<file path="config.mk">
export PLATFORM = sky130hd
export DESIGN_NAME = alu_mc
export DESIGN_NICKNAME = d
export VERILOG_FILES = /design/src/rtl/alu_mc.sv
export SDC_FILE = /design/constraint.sdc
export NUM_CORES = 1
export LEC_CHECK = 0
export CORE_ASPECT_RATIO = 0.7
export CORE_MARGIN = 5
export CORE_UTILIZATION = 60
export DETAILED_ROUTE_END_ITERATION = 16
export PLACE_DENSITY = 0.82
export SLEW_MARGIN = 20
export SYNTH_ARGS = -nofsm -noshare
export SYNTH_HDL_FRONTEND = slang
export SYNTH_SLANG_ARGS = --single-unit
</file>
<file path="constraint.sdc">
create_clock -name clk -period 4.15 [get_ports clk]
set_clock_uncertainty 0.05 [all_clocks]
set_input_delay 0.83 -clock clk [delete_from_list [all_inputs] [get_ports clk]]
set_output_delay 0.83 -clock clk [all_outputs]
set_load 0.03 [all_outputs]
</file>
<file path="src/rtl/alu_mc.sv">
// Multi-cycle ALU for the MIPS EX stage: registered results, valid/ready on both sides,
// iterative shifts and shift-add multiply. Define ALU_OVF_STICKY_EN to add ovf_sticky/ovf_clr.
module alu_mc #(
  parameter int WIDTH = 32,
  parameter int SHW   = $clog2(WIDTH)
) (
  input  logic             clk,
  input  logic             rst_n,
  input  logic             in_valid,
  output logic             in_ready,
  input  logic [3:0]       op,
  input  logic [WIDTH-1:0] a,
  input  logic [WIDTH-1:0] b,
  output logic             out_valid,
  input  logic             out_ready,
  output logic [WIDTH-1:0] result,
  output logic             zero,
  output logic             set,
  output logic             overflow
`ifdef ALU_OVF_STICKY_EN
  ,
  output logic             ovf_sticky,
  input  logic             ovf_clr
`endif
);

  localparam int CW = SHW + 1;

  localparam logic [3:0] OP_AND = 4'b0000;
  localparam logic [3:0] OP_OR  = 4'b0001;
  localparam logic [3:0] OP_ADD = 4'b0010;
  localparam logic [3:0] OP_SUB = 4'b0110;
  localparam logic [3:0] OP_SLT = 4'b0111;
  localparam logic [3:0] OP_NOR = 4'b1100;
  localparam logic [3:0] OP_SLL = 4'b1000;
  localparam logic [3:0] OP_SRL = 4'b1001;
  localparam logic [3:0] OP_SRA = 4'b1010;
  localparam logic [3:0] OP_MUL = 4'b1011;

  typedef enum logic [1:0] {
    IDLE = 2'd0,
    BUSY = 2'd1,
    DONE = 2'd2
  } state_t;

  state_t           state_reg, state_next;
  logic [WIDTH-1:0] acc_reg, acc_next;
  logic [WIDTH-1:0] mcand_reg, mcand_next;
  logic [WIDTH-1:0] mplier_reg, mplier_next;
  logic [WIDTH-1:0] result_reg, result_next;
  logic [CW-1:0]    cnt_reg, cnt_next;
  logic [3:0]       op_reg, op_next;
  logic             zero_reg, zero_next;
  logic             set_reg, set_next;
  logic             ovf_reg, ovf_next;
  logic             done_entry;

  logic             sub_op;
  logic [WIDTH-1:0] b_eff, low_sum, add_res, alu_res, step_res;
  logic [1:0]       top_sum;
  logic             add_ovf, slt_lt, alu_set, alu_ovf;
  logic [SHW-1:0]   shamt;
  logic             is_shift, is_mul, accept;

  assign shamt    = b[SHW-1:0];
  assign is_shift = (op == OP_SLL) || (op == OP_SRL) || (op == OP_SRA);
  assign is_mul   = (op == OP_MUL);
  assign in_ready = (state_reg == IDLE) || ((state_reg == DONE) && out_ready);
  assign accept   = in_valid && in_ready;

  // Adder split at the MSB so the carry into and out of the sign bit are both visible.
  always_comb begin
    sub_op  = (op == OP_SUB) || (op == OP_SLT);
    b_eff   = sub_op ? ~b : b;
    low_sum = {1'b0, a[WIDTH-2:0]} + {1'b0, b_eff[WIDTH-2:0]} + {{(WIDTH-1){1'b0}}, sub_op};
    top_sum = {1'b0, a[WIDTH-1]} + {1'b0, b_eff[WIDTH-1]} + {1'b0, low_sum[WIDTH-1]};
    add_res = {top_sum[0], low_sum[WIDTH-2:0]};
    add_ovf = low_sum[WIDTH-1] ^ top_sum[1];
    // Differing signs decide SLT directly, so a wrapped difference never misleads it.
    slt_lt  = (a[WIDTH-1] != b[WIDTH-1]) ? a[WIDTH-1] : add_res[WIDTH-1];

    alu_res = '0;
    alu_set = 1'b0;
    alu_ovf = 1'b0;
    case (op)
      OP_AND: alu_res = a & b;
      OP_OR:  alu_res = a | b;
      OP_NOR: alu_res = ~(a | b);
      OP_ADD, OP_SUB: begin
        alu_res = add_res;
        alu_ovf = add_ovf;
      end
      OP_SLT: begin
        alu_res = {{(WIDTH-1){1'b0}}, slt_lt};
        alu_set = slt_lt;
      end
      OP_SLL, OP_SRL, OP_SRA: alu_res = a;  // only reached with a zero shift amount
      default: alu_res = '0;
    endcase
  end

  always_comb begin
    case (op_reg)
      OP_SLL:  step_res = {acc_reg[WIDTH-2:0], 1'b0};
      OP_SRL:  step_res = {1'b0, acc_reg[WIDTH-1:1]};
      OP_SRA:  step_res = {acc_reg[WIDTH-1], acc_reg[WIDTH-1:1]};
      default: step_res = acc_reg + (mplier_reg[0] ? mcand_reg : '0);
    endcase
  end

  always_comb begin
    state_next  = state_reg;
    acc_next    = acc_reg;
    mcand_next  = mcand_reg;
    mplier_next = mplier_reg;
    cnt_next    = cnt_reg;
    op_next     = op_reg;
    result_next = result_reg;
    zero_next   = zero_reg;
    set_next    = set_reg;
    ovf_next    = ovf_reg;
    done_entry  = 1'b0;
    case (state_reg)
      BUSY: begin
        cnt_next    = cnt_reg - CW'(1);
        acc_next    = step_res;
        mcand_next  = mcand_reg << 1;
        mplier_next = mplier_reg >> 1;
        if (cnt_reg == CW'(1)) begin
          result_next = step_res;
          zero_next   = (step_res == '0);
          set_next    = 1'b0;
          ovf_next    = 1'b0;
          state_next  = DONE;
          done_entry  = 1'b1;
        end
      end
      default: begin
        if ((state_reg == DONE) && out_ready) state_next = IDLE;
        if (accept) begin
          op_next = op;
          if (is_mul) begin
            acc_next    = '0;
            mcand_next  = a;
            mplier_next = b;
            cnt_next    = CW'(WIDTH);
            state_next  = BUSY;
          end else if (is_shift && (shamt != '0)) begin
            acc_next   = a;
            cnt_next   = {1'b0, shamt};
            state_next = BUSY;
          end else begin
            result_next = alu_res;
            zero_next   = (alu_res == '0);
            set_next    = alu_set;
            ovf_next    = alu_ovf;
            state_next  = DONE;
            done_entry  = 1'b1;
          end
        end
      end
    endcase
  end

  always_ff @(posedge clk or negedge rst_n) begin
    if (!rst_n) begin
      state_reg  <= IDLE;
      acc_reg    <= '0;
      mcand_reg  <= '0;
      mplier_reg <= '0;
      cnt_reg    <= '0;
      op_reg     <= '0;
      result_reg <= '0;
      zero_reg   <= 1'b0;
      set_reg    <= 1'b0;
      ovf_reg    <= 1'b0;
    end else begin
      state_reg  <= state_next;
      acc_reg    <= acc_next;
      mcand_reg  <= mcand_next;
      mplier_reg <= mplier_next;
      cnt_reg    <= cnt_next;
      op_reg     <= op_next;
      result_reg <= result_next;
      zero_reg   <= zero_next;
      set_reg    <= set_next;
      ovf_reg    <= ovf_next;
    end
  end

  assign out_valid = (state_reg == DONE);
  assign result    = result_reg;
  assign zero      = zero_reg;
  assign set       = set_reg;
  assign overflow  = ovf_reg;

`ifdef ALU_OVF_STICKY_EN
  logic sticky_reg;

  // A completion with overflow wins over a clear in the same cycle.
  always_ff @(posedge clk or negedge rst_n) begin
    if (!rst_n) sticky_reg <= 1'b0;
    else if (done_entry && ovf_next) sticky_reg <= 1'b1;
    else if (ovf_clr) sticky_reg <= 1'b0;
  end

  assign ovf_sticky = sticky_reg;
`endif

endmodule

</file>
==> impl_metrics.tcl, run 1 <==
set metrics [dict create \
    cap_violations 0 \
    cts_sinks 143 \
    ys_ff_latch 143 \
    synth-main-ff-cell "dfrtp_1" \
    clk_latency_ps 440 \
    ctsHtreeMaxLevel 4 \
    synth.most_common_cell "nand2_1" \
    ir_drop_mv 0.549 \
    max_freq_ghz 0.155 \
    max_stage_delay_ps 540 \
    drtIter0Drc 2676 \
    startpoint_type "input pin" \
    finalHoldViolCount 0 \
    leakage_nw 7.68 \
    clk_pin_slew_worst_paths_ps 70 \
    grt_pass1_vias 14900 \
    r2r_slack_ps -350 \
    synth_cells 1651 \
    crit_required_ps 4480 \
    io_buffers 108 \
    tritoncts "done" \
    endpoint_kind "flop" \
    antenna_cells 0 \
    cts-root-buf "clkbuf_16" \
    grt_pass1_wl_mm 81.0 \
    timing.rr.start "mplier_reg[0]" \
    synth_cell_types 77 \
    worstSetupPathType "input pin to flop" \
    cp_cell_sequence "buf_6 > and3b_4 > xor2_1 > ha_1 > nand2_2 > or3_4 > or3_4 > and3_4 > o311a_4 > o21ai_4 > a21o_1 > a21oi_4 > fa_1 > o22ai_1 > o21ai_1 > a2bb2oi_2 > o2111ai_1 > or4_1 > or4_4 > or4_4 > or4_4 > o31ai_4 > a31o_1" \
    finalCritPeriodShare_pct 155 \
    place.gp.congestion 1.01 \
    critPathMostFrequentCell "or4_4" \
    core_sq_um 20700 \
    grt_use_total_pct 41.6 \
    grt_max_degree 94 \
    status "complete, but fails checks" \
    syn-num-nets 1793 \
    drt_wl_total_mm 52.7 \
    slew-limit-headroom_pct 34.0 \
    yosysWarnings 0 \
    overflow 0 \
    die_w_um 183 \
    worstMarginPinSlew_ps 991 \
    die_h_um 131 \
    num_rows 44 \
    dieArea_sq_um 24000 \
    antenna_found_initial 1 \
    final_nets 2142 \
    path_max_fanout 6 \
    clock_path_buffers 2 \
    drc 0 \
    syn_area_per_cell_sq_um 7.62 \
    failed_checks "negative setup slack" \
    setup_viol 7 \
    synth_edf_count 0 \
    hold_path.class "input pin to asynchronous set/reset pin" \
    crit_path_top_delay_cell "fa_1" \
    seq_area_frac_synth_pct 28.4 \
    ys_top_cells_by_count "nand2_1, nor2_1, a21oi_1, dfrtp_1, o21ai_0" \
    worst-endpoint-arrival_ps 6760 \
    fin_crit_ps 6440 \
    num_vias 15800 \
    async_flop_share_pct 100 \
    cts_hold_buffers 0 \
    cts_made_buffers 17 \
    drive_above_1_share_pct 22.4 \
    power.density_nw_per_um2 656 \
    ios 109 \
    r2r_end "zero" \
    initial_core_util_pct 60.8 \
    setup_ws_ps -2290 \
    dr.pass1.iters 7 \
    slew_viol_final 0 \
    post-place-ws_ps -3200 \
    syn_to_final_growth_pct 36.8 \
    rsz0062_at_grt "true" \
    rr_worst_depth 16 \
    avgViaCountPerCell 6.89 \
    synth_top_area_share_pct 28.4 \
    ant_nets 0 \
    yosys.area.top_type "dfrtp_1" \
    synth_area_leaders "dfrtp_1, nand2_1, ha_1, a21oi_1, nor2_1" \
    hold_ws_ps 377 \
    dp_hpwl_mm 36.9 \
    wl_per_cell_um 23.0 \
    synth_area_sq_um 12600 \
]
==> metrics by stage <==
step,TNS [ps],utilization [%],cells,instance area (sq um),power [mW]
2_1_floorplan,-5030,-,1651,12700,6.64
3_3_place_gp,-19990,76.9,2229,15900,9.03
3_5_place_dp,-22240,76.9,2229,15900,9.21
4_1_cts,-3850,81.9,2282,16900,10.9
5_1_grt,-5000,83.2,2289,17200,11.9
6_report,-4100,83.2,2289,17200,11.3
==> kinds of logic after synthesis <==
family | Yosys count | share of synthesized area [%]
buffers and inverters | 132 | 4.06
adders and majority gates | 70 | 7.14
DFF | 143 | 28.4
xor gates and xnor gates | 76 | 5.29
AOI/OAI and AO/OA | 556 | 28.8
muxes | 24 | 1.99
and+or+nand+nor | 650 | 24.3
==> worst max-delay path, delay by kind of cell <==
| family | cells | cell delay (ps) |
|---|---|---|
| AO/OA/AOI/OAI | 10 | 1700 |
| XOR/XNOR | 1 | 110 |
| adder cells (fa/ha/maj) | 2 | 870 |
| buffers and inverters | 1 | 90 |
| AND/OR/NAND/NOR | 9 | 3160 |
==> how the worst max path moves through the flow <==
stage          start  endpoint  slack (ps)  cells past startpoint
2_1_floorplan  op[3]      zero       -2480                     25
3_3_place_gp   op[1]      zero       -2990                     23
3_5_place_dp   op[1]      zero       -3200                     23
4_1_cts        op[3]      zero       -2130                     23
5_1_grt        op[3]      zero       -2410                     23
6_report       op[3]      zero       -2290                     23
==> metal layers <==
layer  vias up  wire [um]  GRT usage, %  part of all wire (%)
met1      7368      19800          56.2                    38
met2      1299      22600          61.8                    43
met5         -         13             0                 0.025
met3       300       6940          10.8                    13
met4         2       3390          21.1                   6.4
li1       6797          -             -                     -
==> layout by cell type (no fill, tap or decap), drive strengths merged, types with 7 or more instances in the layout <==
| cell type | synthesis | final |
|---|---|---|
| and3 | 35 | 35 |
| mux2i | 16 | 16 |
| a211oi | 29 | 29 |
| and2 | 37 | 37 |
| a222oi | 8 | 8 |
| o21ai | 109 | 109 |
| or4 | 8 | 8 |
| o211ai | 14 | 14 |
| xor2 | 53 | 53 |
| buf | 16 | 328 |
| mux2 | 8 | 8 |
| dfrtp | 143 | 143 |
| xnor2 | 23 | 23 |
| nand2b | 12 | 12 |
| o22ai | 41 | 41 |
| nor2b | 29 | 29 |
| a31oi | 30 | 30 |
| a21oi | 148 | 148 |
| a21o | 17 | 17 |
| nor3 | 40 | 40 |
| clkdlybuf4s50 | 0 | 95 |
| ha | 67 | 67 |
| inv | 28 | 37 |
| nand2 | 225 | 225 |
| o21a | 14 | 14 |
| clkbuf | 87 | 17 |
| a221oi | 18 | 18 |
| dlygate4sd2 | 0 | 7 |
| o32ai | 10 | 10 |
| o31ai | 10 | 10 |
| nand3 | 43 | 43 |
| a22oi | 34 | 34 |
| or3 | 7 | 7 |
| nand4 | 17 | 17 |
| a2bb2oi | 11 | 11 |
| o21bai | 8 | 8 |
| nor4 | 12 | 12 |
| nor2 | 159 | 159 |
==> repair_timing <==
| item | in CTS | in global routing |
|---|---|---|
| resized for setup | 89 | 43 |
| endpoints found under the setup margin | 22 | 16 |
| cloned | 2 | 0 |
| setup buffers | 22 | 14 |
| pin swaps | 30 | 27 |
==> area by class of cell <==
cell class | instances | area [sq um]
Inverter | 29 | 111
Timing Repair Buffer | 432 | 3640
Clock buffer | 17 | 425
Clock inverter | 15 | 148
Fill cell | 1314 | 3480
Multi-Input combinational cell | 1377 | 8970
Sequential cell | 143 | 3580
Tap cell | 276 | 345
==> power breakdown <==
group          leakage, nW  switching [mW]  internal (mW)
clock                0.274           0.706          0.844
combinational         5.75            4.14           2.92
sequential            1.66           0.660           2.03
total                 7.68            5.51           5.79
No activity file was read; power rests on OpenSTA's default activity.
==> run 2: changes to the inputs <==
CAP_MARGIN = 10   (was not set)
==> results of run 2 <==
No change in the layout: final DEF, timing and power equal those of run 1.
